$ cat config.mk
export PLATFORM = sky130hd
export DESIGN_NAME = blackice_mx_reset_ctrl
export DESIGN_NICKNAME = d
export VERILOG_FILES = /design/src/rtl/blackice_mx_reset_ctrl.sv
export SDC_FILE = /design/constraint.sdc
export NUM_CORES = 1
export LEC_CHECK = 0
export CORE_MARGIN = 2
export CORE_UTILIZATION = 55
export CTS_CLUSTER_DIAMETER = 200
export CTS_CLUSTER_SIZE = 12
export DETAILED_ROUTE_END_ITERATION = 10
export PLACE_DENSITY = 0.76
export REMOVE_ABC_BUFFERS = 1
export SLEW_MARGIN = 20
export SYNTH_ARGS = -nofsm -noshare
export SYNTH_HDL_FRONTEND = slang
export SYNTH_SLANG_ARGS = --single-unit
$ cat constraint.sdc
create_clock -name clk -period 3.76 [get_ports clk]
set_input_delay 1.128 -clock clk [delete_from_list [all_inputs] [get_ports clk]]
set_output_delay 1.128 -clock clk [all_outputs]
set_load 0.1 [all_outputs]
$ cat src/rtl/blackice_mx_reset_ctrl.sv
// blackice_mx_reset_ctrl: PLL-lock filtered, staged reset release with soft reset and sticky lock-loss flag
module blackice_mx_reset_ctrl #(
  parameter int LOCK_FILTER = 1024,
  parameter int STAGES = 2,
  parameter int STAGE_DELAY = 16,
  parameter int SW_HOLD = 64
) (
  input  logic              clk,
  input  logic              resetn,
  input  logic              pll_locked,
  input  logic              soft_reset_req,
  input  logic              lock_lost_clear,
  output logic [STAGES-1:0] reset_out,
  output logic              ready,
  output logic              lock_lost
);
  localparam int M1 = LOCK_FILTER > STAGE_DELAY ? LOCK_FILTER : STAGE_DELAY;
  localparam int MX = M1 > SW_HOLD ? M1 : SW_HOLD;
  localparam int CW = MX > 1 ? $clog2(MX) : 1;
  localparam int IW = STAGES > 1 ? $clog2(STAGES) : 1;
  localparam logic [CW-1:0] LF_END = CW'(LOCK_FILTER - 1);
  localparam logic [CW-1:0] SD_END = CW'(STAGE_DELAY - 1);
  localparam logic [CW-1:0] SH_END = CW'(SW_HOLD - 1);
  localparam logic [IW-1:0] IDX_END = IW'(STAGES - 1);
  typedef enum logic [2:0] {WAIT_LOCK, FILTER, RELEASE, RUN, HOLD} state_t;
  state_t state, state_n;
  logic [CW-1:0] cnt, cnt_n;
  logic [IW-1:0] idx, idx_n;
  logic [STAGES-1:0] rout_n;
  logic rdy_n, ll_n, lock_m, lock_s;
  always_ff @(posedge clk or negedge resetn) begin
    if (!resetn) begin
      lock_m <= 1'b0;
      lock_s <= 1'b0;
      state <= WAIT_LOCK;
      cnt <= '0;
      idx <= '0;
      reset_out <= '1;
      ready <= 1'b0;
      lock_lost <= 1'b0;
    end else begin
      lock_m <= pll_locked;
      lock_s <= lock_m;
      state <= state_n;
      cnt <= cnt_n;
      idx <= idx_n;
      reset_out <= rout_n;
      ready <= rdy_n;
      lock_lost <= ll_n;
    end
  end
  always_comb begin
    state_n = state;
    cnt_n = cnt;
    idx_n = idx;
    rout_n = reset_out;
    rdy_n = ready;
    ll_n = lock_lost & ~lock_lost_clear;
    case (state)
      WAIT_LOCK: begin
        rout_n = '1;
        rdy_n = 1'b0;
        cnt_n = '0;
        idx_n = '0;
        state_n = lock_s ? FILTER : WAIT_LOCK;
      end
      FILTER: begin
        state_n = !lock_s ? WAIT_LOCK : (cnt == LF_END) ? RELEASE : FILTER;
        cnt_n = (lock_s && cnt != LF_END) ? cnt + CW'(1) : '0;
        idx_n = '0;
      end
      default: begin
        // lock loss outranks everything else once filtering has completed
        if (!lock_s) begin
          state_n = WAIT_LOCK;
          rout_n = '1;
          rdy_n = 1'b0;
          ll_n = 1'b1;
          cnt_n = '0;
          idx_n = '0;
        end else if (state == RELEASE) begin
          if (cnt == SD_END) begin
            rout_n[idx] = 1'b0;
            cnt_n = '0;
            idx_n = (idx == IDX_END) ? '0 : idx + IW'(1);
            state_n = (idx == IDX_END) ? RUN : RELEASE;
            rdy_n = (idx == IDX_END);
          end else begin
            cnt_n = cnt + CW'(1);
          end
        end else if (state == RUN) begin
          if (soft_reset_req) begin
            state_n = HOLD;
            rout_n = '1;
            rdy_n = 1'b0;
            cnt_n = '0;
          end
        end else begin
          state_n = (cnt == SH_END) ? RELEASE : HOLD;
          cnt_n = (cnt == SH_END) ? '0 : cnt + CW'(1);
          idx_n = '0;
        end
      end
    endcase
  end
endmodule
==> out/qor.csv, run 1 <==
stage,metric,value,unit
critical_path,RR Startpoint,state[2]$_DFFE_PN0P_,
placement,Final Wtd Congestion,0.858,
placement,PortBufs,8,
global_route,initial antenna violation count,0,
synth,area share of the largest cell type after synthesis,37.9,%
cts,Worst-path clk slew,0.10,ns
pwr,P per Cell Area,312,nW/µm²
pwr,Max IR drop VDD,0.257,mV
synth,synthesized area per cell,9.30,µm²
floorplanning,die height,50.5,µm
timing,total negative slack,0,ns
cts,clk sink count,20,
placement,dpl hpwl,1820,µm
worst_hold_path,worst hold start,lock_m$_DFF_PN0_,
cts,CTS tree,done,
synth,Post-Syn Area,1190,µm²
final_layout,fillers,173,
timing,Least-Margin Pin Slew,0.852,ns
synth,"Distinct cells, synth",42,
global_route,GRT Residual Overflow,0,
cts,CTS Root Cell,clkbuf_4,
floorplanning,Starting Density,59.4,%
synth,post-synthesis sequential area ratio,42.3,%
synth,Yosys warning count,0,
floorplanning,total core area,2000,µm²
synth,Main synth FF type,dfrtp_1,
timing,crit path time final,2.45,ns
global_route,largest net degree at the start of global routing,21,
critical_path,CP Max Fanout,7,
drt,final antenna-violating net count,0,
critical_path,Crit path required time,3.97,ns
final_layout,post-layout util,64.4,%
final_layout,Final #Nets,141,
critical_path,crit start category,input port,
cts,Longest Clk Path Bufs,2,
drt,Pre-antenna DRT Iters,4,
critical_path,Setup crit start,soft_reset_req,
floorplanning,Die Footprint,2550,µm²
timing,fmax,0.408,GHz
synth,Yosys top cell by area,dfrtp_1,
global_route,first-pass GRT wire length,4110,µm
synth,number of flops mapped to enable cells by yosys,0,
floorplanning,row count,16,
floorplanning,Die X,50.5,µm
final_layout,ant diodes,0,
run_status,status,"complete, no violations",
cts,H-tree depth,1,
critical_path,crit path DAT,2.66,ns
timing,Setup Viol. Count Final,0,
critical_path,crit end category,flop,
final_layout,Area Growth Syn to Fin,8.31,%
drt,drt via density,5.94,
cts,Clock Latency Late Sink,0.30,ns
timing,max-slew violations,0,
timing,RSZ-0062 raised after global routing,false,
pwr,Leakage,0.487,nW
drt,Residual DRC,0,
synth,most frequent cell after synthesis,dfrtp_1,
floorplanning,I/O Pins,9,
critical_path,worst setup path category,in2reg,
synth,"top cells by count, synth","18 x dfrtp_1, 14 x nand2_1, 12 x nor2_1, 11 x o21ai_0, 9 x nor3_1",
drt,drt wl/cell,15.0,µm
timing,Slew headroom,43.0,%
drt,Starting DRT DRC Count,36,
job,max_cap viols,0,
cts,cts repair resizes,0,
synth,Post-synth ARST share,100,%
drt,DRT Wirelength,2410,µm
synth,Mapped Cells,128,
timing,Tcrit/Tclk final,65.1,%
global_route,vias in the first global route,901,
synth,main area contributors after synthesis,"dfrtp_1 38%, o21ai_0 4.6%, dfstp_2 4.4%, nand2_1 4.4%, nor3_1 3.8%",
cts,Post-CTS Setup Inserts,0,
cts,"Hold-fix buffers, CTS",0,
synth,Seq cells post-synth,20,
timing,clock skew,0.00215,ns
drt,via count,957,
global_route,gr usage total,21.7,%
worst_hold_path,worst hold path type,reg2reg,
timing,Hold Fails Final Rpt,0,
cts,Num CTS Buffers,3,
final_layout,proportion of layout cells with a drive suffix above 1,17.2,%
==> worst paths after layout <==
| kind | to | slack [ns] | depth (start not counted) |
|---|---|---|---|
| worst max-delay path | cnt[6]$_DFFE_PN0P_ | 1.31 | 4 |
| worst min-delay path | lock_s$_DFF_PN0_ | 0.37 | 0 |
| worst max register to register | cnt[6]$_DFFE_PN0P_ | 1.89 | 4 |
| worst min register to register | lock_s$_DFF_PN0_ | 0.37 | 0 |
| max in group asynchronous | lock_m$_DFF_PN0_ | 1.94 | 1 |
| min in group asynchronous | cnt[5]$_DFFE_PN0P_ | 1.30 | 1 |
==> per-stage QoR <==
stage / instance area [µm²] / setup slack (ns) / instances / hold WS [ns] / total power [mW]
finish: 1290 / 1.31 / 161 / 0.366 / 0.403
global route: 1290 / 1.19 / 161 / 0.377 / 0.423
CTS: 1290 / 1.31 / 161 / 0.372 / 0.408
detailed placement: 1250 / 0.976 / 157 / 0.346 / 0.284
global placement: 1250 / 1.06 / 157 / 0.337 / 0.282
floorplan: 1150 / 1.73 / 122 / 0.331 / 0.267
==> cell type report <==
cell class / instances / area (µm²) / share of cell area [%]
inverters: 7 / 26.3 / 2.04
repair buffers: 8 / 70.1 / 5.44
clock buffers: 4 / 36.3 / 2.82
well taps: 27 / 33.8 / 2.62
multi-input cells: 95 / 619 / 48.1
flip-flops and latches: 20 / 503 / 39.0
==> state kept, by name (all words and copies together), names as in the netlist <==
signal	cells
cnt	10
state	3
reset_out	2
idx	1
lock_lost	1
lock_m	1
lock_s	1
ready	1
==> critical path, stage by stage <==
cell             delay [ns]
clkdlybuf4s50_1        0.46
nor3_1                 0.65
nor3_1                 0.16
nor3_1                 0.26
==> where the power goes <==
group          switching [mW]  total [mW]  leakage, nW  internal (mW)
logic                  0.0239      0.0428        0.202         0.0189
registers              0.0122       0.237        0.264          0.225
clock network          0.0638       0.123       0.0210         0.0592
total                  0.0999       0.403        0.487          0.303
==> cell families after synthesis <==
group           count (synthesis)  synth area share (%)
flops                          20                  42.3
buf+inv                        13                  5.68
xor+xnor                        1                 0.736
mux                             1                 0.841
fa+ha+maj                       1                  1.05
simple gates                   57                  27.7
compound gates                 35                  21.8
==> layout by cell type (no fill, tap or decap), drive strengths merged, types with 2 or more instances in the layout <==
master         instances
nand3                  6
o211ai                 3
a21oi                  2
a31oi                  4
nor3b                  2
a21boi                 3
o21ai                 12
o31ai                  2
buf                    4
nand2b                 2
clkdlybuf4s50          4
inv                    7
nor3                   9
or3                    2
nand4                  2
o22ai                  5
clkbuf                 4
dfrtp                 18
nand2                 14
dfstp                  2
nor2                  13
==> metal layers <==
metal / wire length [µm] / track usage (%)
met1: 1120 / 27.8
met2: 1120 / 34.9
met3: 129 / 5.36
met4: 34 / 9.01
met5: 0 / 0
Note: power is estimated with default switching activity, not from simulation.
==> inputs of run 2 (changes only) <==
==> constraint.sdc (replaced) <==
create_clock -name clk -period 2.5 [get_ports clk]
set_input_delay 0.75 -clock clk [delete_from_list [all_inputs] [get_ports clk]]
set_output_delay 0.75 -clock clk [all_outputs]
set_load 0.1 [all_outputs]
==> run 2 against run 1 <==
Total power up 46%. Worst setup slack worse by 0.69 ns. Die area unchanged. Largest cell class unchanged. Sequential power up 50%. Sequential cell count unchanged. Non-clock buffer count up 2. Via count up 3.0%. Count of clock-buffer cells in the layout unchanged. Largest power group unchanged. Sequential share of layout area down 0.15 points. Worst hold slack better by 0.0010 ns. Combinational power up 53%.
==> out/qor.csv, run 2 (synthesis gave the netlist of run 1 again) <==
stage,metric,value,unit,change
run_status,status,"complete, no violations",,
floorplanning,Die X,50.5,µm,unchanged
timing,Hold Fails Final Rpt,0,,unchanged
final_layout,post-layout util,64.6,%,+0.25 points
drt,Pre-antenna DRT Iters,4,,unchanged
final_layout,most frequent cells in the layout,"18 x dfrtp_1, 14 x nand2_1, 12 x nor2_1",,
critical_path,crit start category,flop,,
critical_path,RR Startpoint,cnt[0]$_DFFE_PN0P_,,
final_layout,"most common cell after layout, fill and taps aside",dfrtp_1,,
critical_path,crit end category,flop,,
global_route,first-pass GRT wire length,3880,µm,-5.4%
floorplanning,die height,50.5,µm,unchanged
pwr,Max IR drop VDD,0.372,mV,+45%
timing,total negative slack,0,ns,unchanged
cts,Longest Clk Path Bufs,2,,unchanged
timing,max-slew violations,0,,unchanged
critical_path,critical path's top delay family,compound AO/OA/AOI/OAI gates,,
drt,drt via density,6.05,,+1.8%
pwr,Tot Pwr,0.587,mW,+46%
pwr,Pint,0.430,mW,+42%
critical_path,Max stage delay on crit path,0.43,ns,-0.22 ns
final_layout,Finished Layout Cells,163,,+1.2%
pwr,Gate power share,11.1,%,+0.5 points
cts,Num CTS Buffers,3,,unchanged
drt,DRT Wirelength,2330,µm,-3.4%
final_layout,proportion of layout cells with a drive suffix above 1,17.6,%,+0.48 points
final_layout,biggest registers after layout,"cnt (10), state (3), reset_out (2)",,
drt,via count,986,,+3.0%
final_layout,"Most flops, register",cnt,,
placement,Final Wtd Congestion,0.860,,+0.19%
pwr,NetSw,0.158,mW,+58%
cts,Post-CTS Setup Inserts,0,,unchanged
pwr,P per Cell Area,454,nW/µm²,+45%
cts,CTS tree,done,,
final_layout,Final #Nets,143,,+1.4%
cts,clk sink count,20,,unchanged
timing,Setup Viol. Count Final,0,,unchanged
critical_path,CP cell instances,ha_1 -> nand2_1 -> nor2_1 -> a21boi_4 -> o311ai_2 -> o31ai_1,,
drt,Starting DRT DRC Count,48,,+33%
floorplanning,Starting Density,59.4,%,unchanged
critical_path,worst setup path category,reg2reg,,
drt,drt wl/cell,14.3,µm,-4.6%
cts,cts repair resizes,0,,unchanged
pwr,Leakage,0.491,nW,+0.87%
pwr,Clk pwr share,28.2,%,-2.3 points
worst_hold_path,worst hold start,lock_m$_DFF_PN0_,,
global_route,vias in the first global route,879,,-2.4%
timing,RSZ-0062 raised after global routing,false,,
timing,Slew headroom,66.0,%,+23 points
timing,hold slack,0.367,ns,+0.00103 ns
global_route,gr usage total,20.2,%,-1.5 points
critical_path,"setup slack, reg-to-reg",0.62,ns,-1.27 ns
cts,"Hold-fix buffers, CTS",0,,unchanged
cts,Clock Latency Late Sink,0.31,ns,about the same
global_route,GRT Residual Overflow,0,,unchanged
timing,Final WS setup,0.620,ns,-0.691 ns
floorplanning,I/O Pins,9,,unchanged
placement,dpl hpwl,1700,µm,-7.0%
placement,post-placement cell count,159,,+1.3%
floorplanning,row count,16,,unchanged
cts,Worst-path clk slew,0.12,ns,+0.02 ns
placement,pre-CTS worst setup slack,0.306,ns,-0.670 ns
critical_path,CP Max Fanout,10,,+3
drt,final antenna-violating net count,0,,unchanged
floorplanning,total core area,2000,µm²,unchanged
timing,fmax,0.532,GHz,
timing,crit path time final,1.88,ns,
timing,Tcrit/Tclk final,75.2,%,
pwr,switching share of power,26.9,%,+2.1 points
global_route,largest net degree at the start of global routing,13,,-38%
final_layout,fin area,1290,µm²,+0.39%
critical_path,"Slowest-stage cell, CP",nor2_1,,
critical_path,Setup crit start,cnt[0]$_DFFE_PN0P_,,
final_layout,max reg flops,10,,unchanged
floorplanning,Die Footprint,2550,µm²,unchanged
final_layout,Area Growth Syn to Fin,8.73,%,
pwr,sequential share of power,60.6,%,+1.7 points
global_route,initial antenna violation count,0,,unchanged
cts,H-tree depth,1,,unchanged
timing,Least-Margin Pin Slew,0.508,ns,-0.345 ns
placement,placed cell areas,1270,µm²,+1.2%
drt,Residual DRC,0,,unchanged
worst_hold_path,worst hold path type,reg2reg,,
cts,CTS Root Cell,clkbuf_4,,
placement,PortBufs,8,,unchanged
critical_path,buffers plus inverters on the worst setup path,0,,-1
timing,clock skew,0.0123,ns,+0.0102 ns
job,max_cap viols,0,,unchanged
final_layout,ant diodes,0,,unchanged
critical_path,Crit path required time,2.70,ns,-1.27 ns
critical_path,crit path DAT,2.08,ns,-0.58 ns
==> run 2: worst reg2reg max path, cell delays in order, from the launching register on <==
cell      delay (ns)
dfrtp_1         0.42
ha_1            0.23
nand2_1         0.11
nor2_1          0.43
a21boi_4        0.19
o311ai_2        0.29
o31ai_1         0.10
==> run 2: final cells by class <==
class | count | area, µm²
fillers | 168 | 708
multi-input cells | 95 | 619
flip-flops and latches | 20 | 503
repair buffers | 10 | 85.1
well taps | 27 | 33.8
clock buffers | 4 | 26.3
inverters | 7 | 26.3
==> run 2: power by group through the flow <==
stage	registers, mW	clock network (mW)	logic (mW)
floorplan	0.358	0	0.0433
global placement	0.361	0	0.0645
detailed placement	0.361	0	0.0664
CTS	0.356	0.167	0.0664
global route	0.359	0.175	0.0765
finish	0.356	0.166	0.0655
==> run 2: per-layer routing <==
layer / global-route usage [%] / share of wire, %
met1: 29.1 / 48
met4: 9.01 / 1.6
met2: 30.0 / 46
met5: 0 / 0
met3: 2.98 / 4.7
==> run 2: worst paths after layout <==
check | endpoint | cells past startpoint
worst max-delay path | cnt[9]$_DFFE_PN0P_ | 6
worst min register to register | lock_s$_DFF_PN0_ | 0
min in group asynchronous | cnt[9]$_DFFE_PN0P_ | 1
worst max register to register | cnt[9]$_DFFE_PN0P_ | 6
worst min-delay path | lock_s$_DFF_PN0_ | 0
max in group asynchronous | lock_s$_DFF_PN0_ | 2
==> inputs of run 3 (changes only) <==
==> constraint.sdc (replaced) <==
create_clock -name clk -period 1.9 [get_ports clk]
set_input_delay 0.57 -clock clk [delete_from_list [all_inputs] [get_ports clk]]
set_output_delay 0.57 -clock clk [all_outputs]
set_load 0.1 [all_outputs]
==> run 3 against run 2 <==
Via count rose by 5.3%. Sequential share of layout area is 3.4 points lower. Largest power group unchanged. Cell area is 9.7% higher. Combinational power up 43%. Critical endpoint is now cnt[3]$_DFFE_PN0P_. Critical path type unchanged. Worst setup slack got worse by 0.50 ns.
==> out/qor.csv, run 3 (synthesis gave the netlist of run 1 again) <==
stage,metric,value,unit,change
run_status,status,"complete, no violations",,
cts,Worst-path clk slew,0.11,ns,about the same
final_layout,biggest registers after layout,"cnt (10), state (3), reset_out (2)",,
timing,fmax,0.561,GHz,+5.5%
cts,CTS tree,done,,
global_route,vias in the first global route,928,,+5.6%
global_route,GRT Residual Overflow,0,,unchanged
drt,Pre-antenna DRT Iters,4,,unchanged
timing,crit path time final,1.78,ns,-0.0983 ns
critical_path,Setup crit start,state[2]$_DFFE_PN0P_,,
critical_path,Max stage delay on crit path,0.51,ns,+0.08 ns
final_layout,"Most flops, register",cnt,,
drt,final antenna-violating net count,0,,unchanged
floorplanning,I/O Pins,9,,unchanged
pwr,Leakage,0.558,nW,+14%
cts,Longest Clk Path Bufs,2,,unchanged
global_route,largest net degree at the start of global routing,21,,+8
placement,PortBufs,8,,unchanged
final_layout,max reg flops,10,,unchanged
final_layout,proportion of layout cells with a drive suffix above 1,23.3,%,+5.6 points
timing,Hold Fails Final Rpt,0,,unchanged
critical_path,"Slowest-stage cell, CP",or4b_4,,
job,max_cap viols,0,,unchanged
critical_path,crit path DAT,1.98,ns,-0.10 ns
floorplanning,Die X,50.5,µm,unchanged
final_layout,Area Growth Syn to Fin,19.2,%,
floorplanning,row count,16,,unchanged
final_layout,Final #Nets,153,,+7.0%
global_route,first-pass GRT wire length,4240,µm,+9.1%
cts,Clock Latency Late Sink,0.31,ns,about the same
cts,cts repair resizes,0,,unchanged
critical_path,RR Startpoint,state[2]$_DFFE_PN0P_,,
drt,drt wl/cell,14.2,µm,-0.36%
global_route,gr usage total,21.9,%,+1.7 points
cts,CTS Root Cell,clkbuf_4,,
drt,Starting DRT DRC Count,26,,-46%
cts,Num CTS Buffers,3,,unchanged
timing,Setup Viol. Count Final,0,,unchanged
drt,Residual DRC,0,,unchanged
critical_path,crit start category,flop,,
timing,max-slew violations,0,,unchanged
cts,H-tree depth,1,,unchanged
pwr,Max IR drop VDD,0.529,mV,+42%
timing,Least-Margin Pin Slew,0.501,ns,-0.00626 ns
placement,dpl hpwl,1830,µm,+7.8%
critical_path,crit end category,flop,,
drt,DRT Wirelength,2460,µm,+5.8%
final_layout,"most common cell after layout, fill and taps aside",dfrtp_1,,
critical_path,Crit path required time,2.09,ns,-0.61 ns
final_layout,post-layout util,70.9,%,+6.3 points
pwr,Tot Pwr,0.772,mW,+31%
final_layout,ant diodes,0,,unchanged
drt,drt via density,6.00,,-0.81%
floorplanning,Starting Density,59.4,%,unchanged
placement,Final Wtd Congestion,0.913,,+6.2%
timing,Slew headroom,66.3,%,+0.29 points
worst_hold_path,worst hold path type,reg2reg,,
floorplanning,total core area,2000,µm²,unchanged
cts,clk sink count,20,,unchanged
timing,total negative slack,0,ns,unchanged
floorplanning,Die Footprint,2550,µm²,unchanged
critical_path,worst setup path category,reg2reg,,
critical_path,CP cell instances,or4b_4 -> o21ai_2 -> a31oi_4 -> nor2_2 -> o211ai_1,,
pwr,P per Cell Area,544,nW/µm²,+20%
worst_hold_path,worst hold start,lock_m$_DFF_PN0_,,
drt,via count,1038,,+5.3%
timing,clock skew,0.0110,ns,-0.00127 ns
final_layout,most frequent cells in the layout,"18 x dfrtp_1, 14 x nand2_1, 12 x nor2_1, 12 x buf_4, 11 x o21ai_0",,
global_route,initial antenna violation count,0,,unchanged
timing,RSZ-0062 raised after global routing,false,,
timing,Tcrit/Tclk final,93.8,%,+19 points
floorplanning,die height,50.5,µm,unchanged
critical_path,CP Max Fanout,9,,-1
==> run 3: final cells by class <==
cell class	instances	area (µm²)
repair buffers	20	210
well taps	27	33.8
inverters	7	26.3
multi-input cells	95	619
clock buffers	4	26.3
flip-flops and latches	20	503
fillers	149	583
==> run 3: through the flow <==
step	setup slack (ns)	std cells	area [µm²]	hold slack [ns]
final	0.118	173	1420	0.362
after global routing	0.0284	173	1420	0.381
after CTS	0.128	171	1400	0.365
after detailed placement	-0.0704	167	1380	0.341
after global placement	-0.0333	167	1380	0.339
after floorplan	0.246	122	1150	0.274
==> run 3: metal layers <==
metal	global-route usage [%]	vias to the layer above	part of all wire [%]	wire length, µm
li1	-	498	-	-
met1	31.0	492	45	1110
met2	32.0	36	46	1130
met3	4.46	12	5.9	146
met4	10.4	0	3.0	74
met5	0	-	0	0
==> run 3: worst paths after layout <==
path / end / slack [ns] / cells after the start
max: cnt[3]$_DFFE_PN0P_ / 0.12 / 5
min: lock_s$_DFF_PN0_ / 0.36 / 0
max reg2reg: cnt[3]$_DFFE_PN0P_ / 0.12 / 5
min reg2reg: lock_s$_DFF_PN0_ / 0.36 / 0
max in group asynchronous: reset_out[0]$_DFFE_PN1P_ / 1.04 / 2
min in group asynchronous: cnt[5]$_DFFE_PN0P_ / 0.58 / 2
==> run 3: worst max-delay path, delay by kind of cell (launching register included) <==
kind / cells / cell delay, ns
simple gates: 2 / 0.76
compound gates: 3 / 0.41
flops: 1 / 0.49
==> run 3: report_power, final <==
group	switching [mW]	internal, mW
Sequential	0.0232	0.445
Combinational	0.0513	0.0423
Clock	0.129	0.0819
==> run 3: repair_timing <==
| item | in CTS | in global routing |
|---|---|---|
| hold endpoints to repair | 0 | 0 |
| setup endpoints to repair | 0 | 1 |
| buffers inserted | 0 | 2 |
| hold buffers | 0 | 0 |
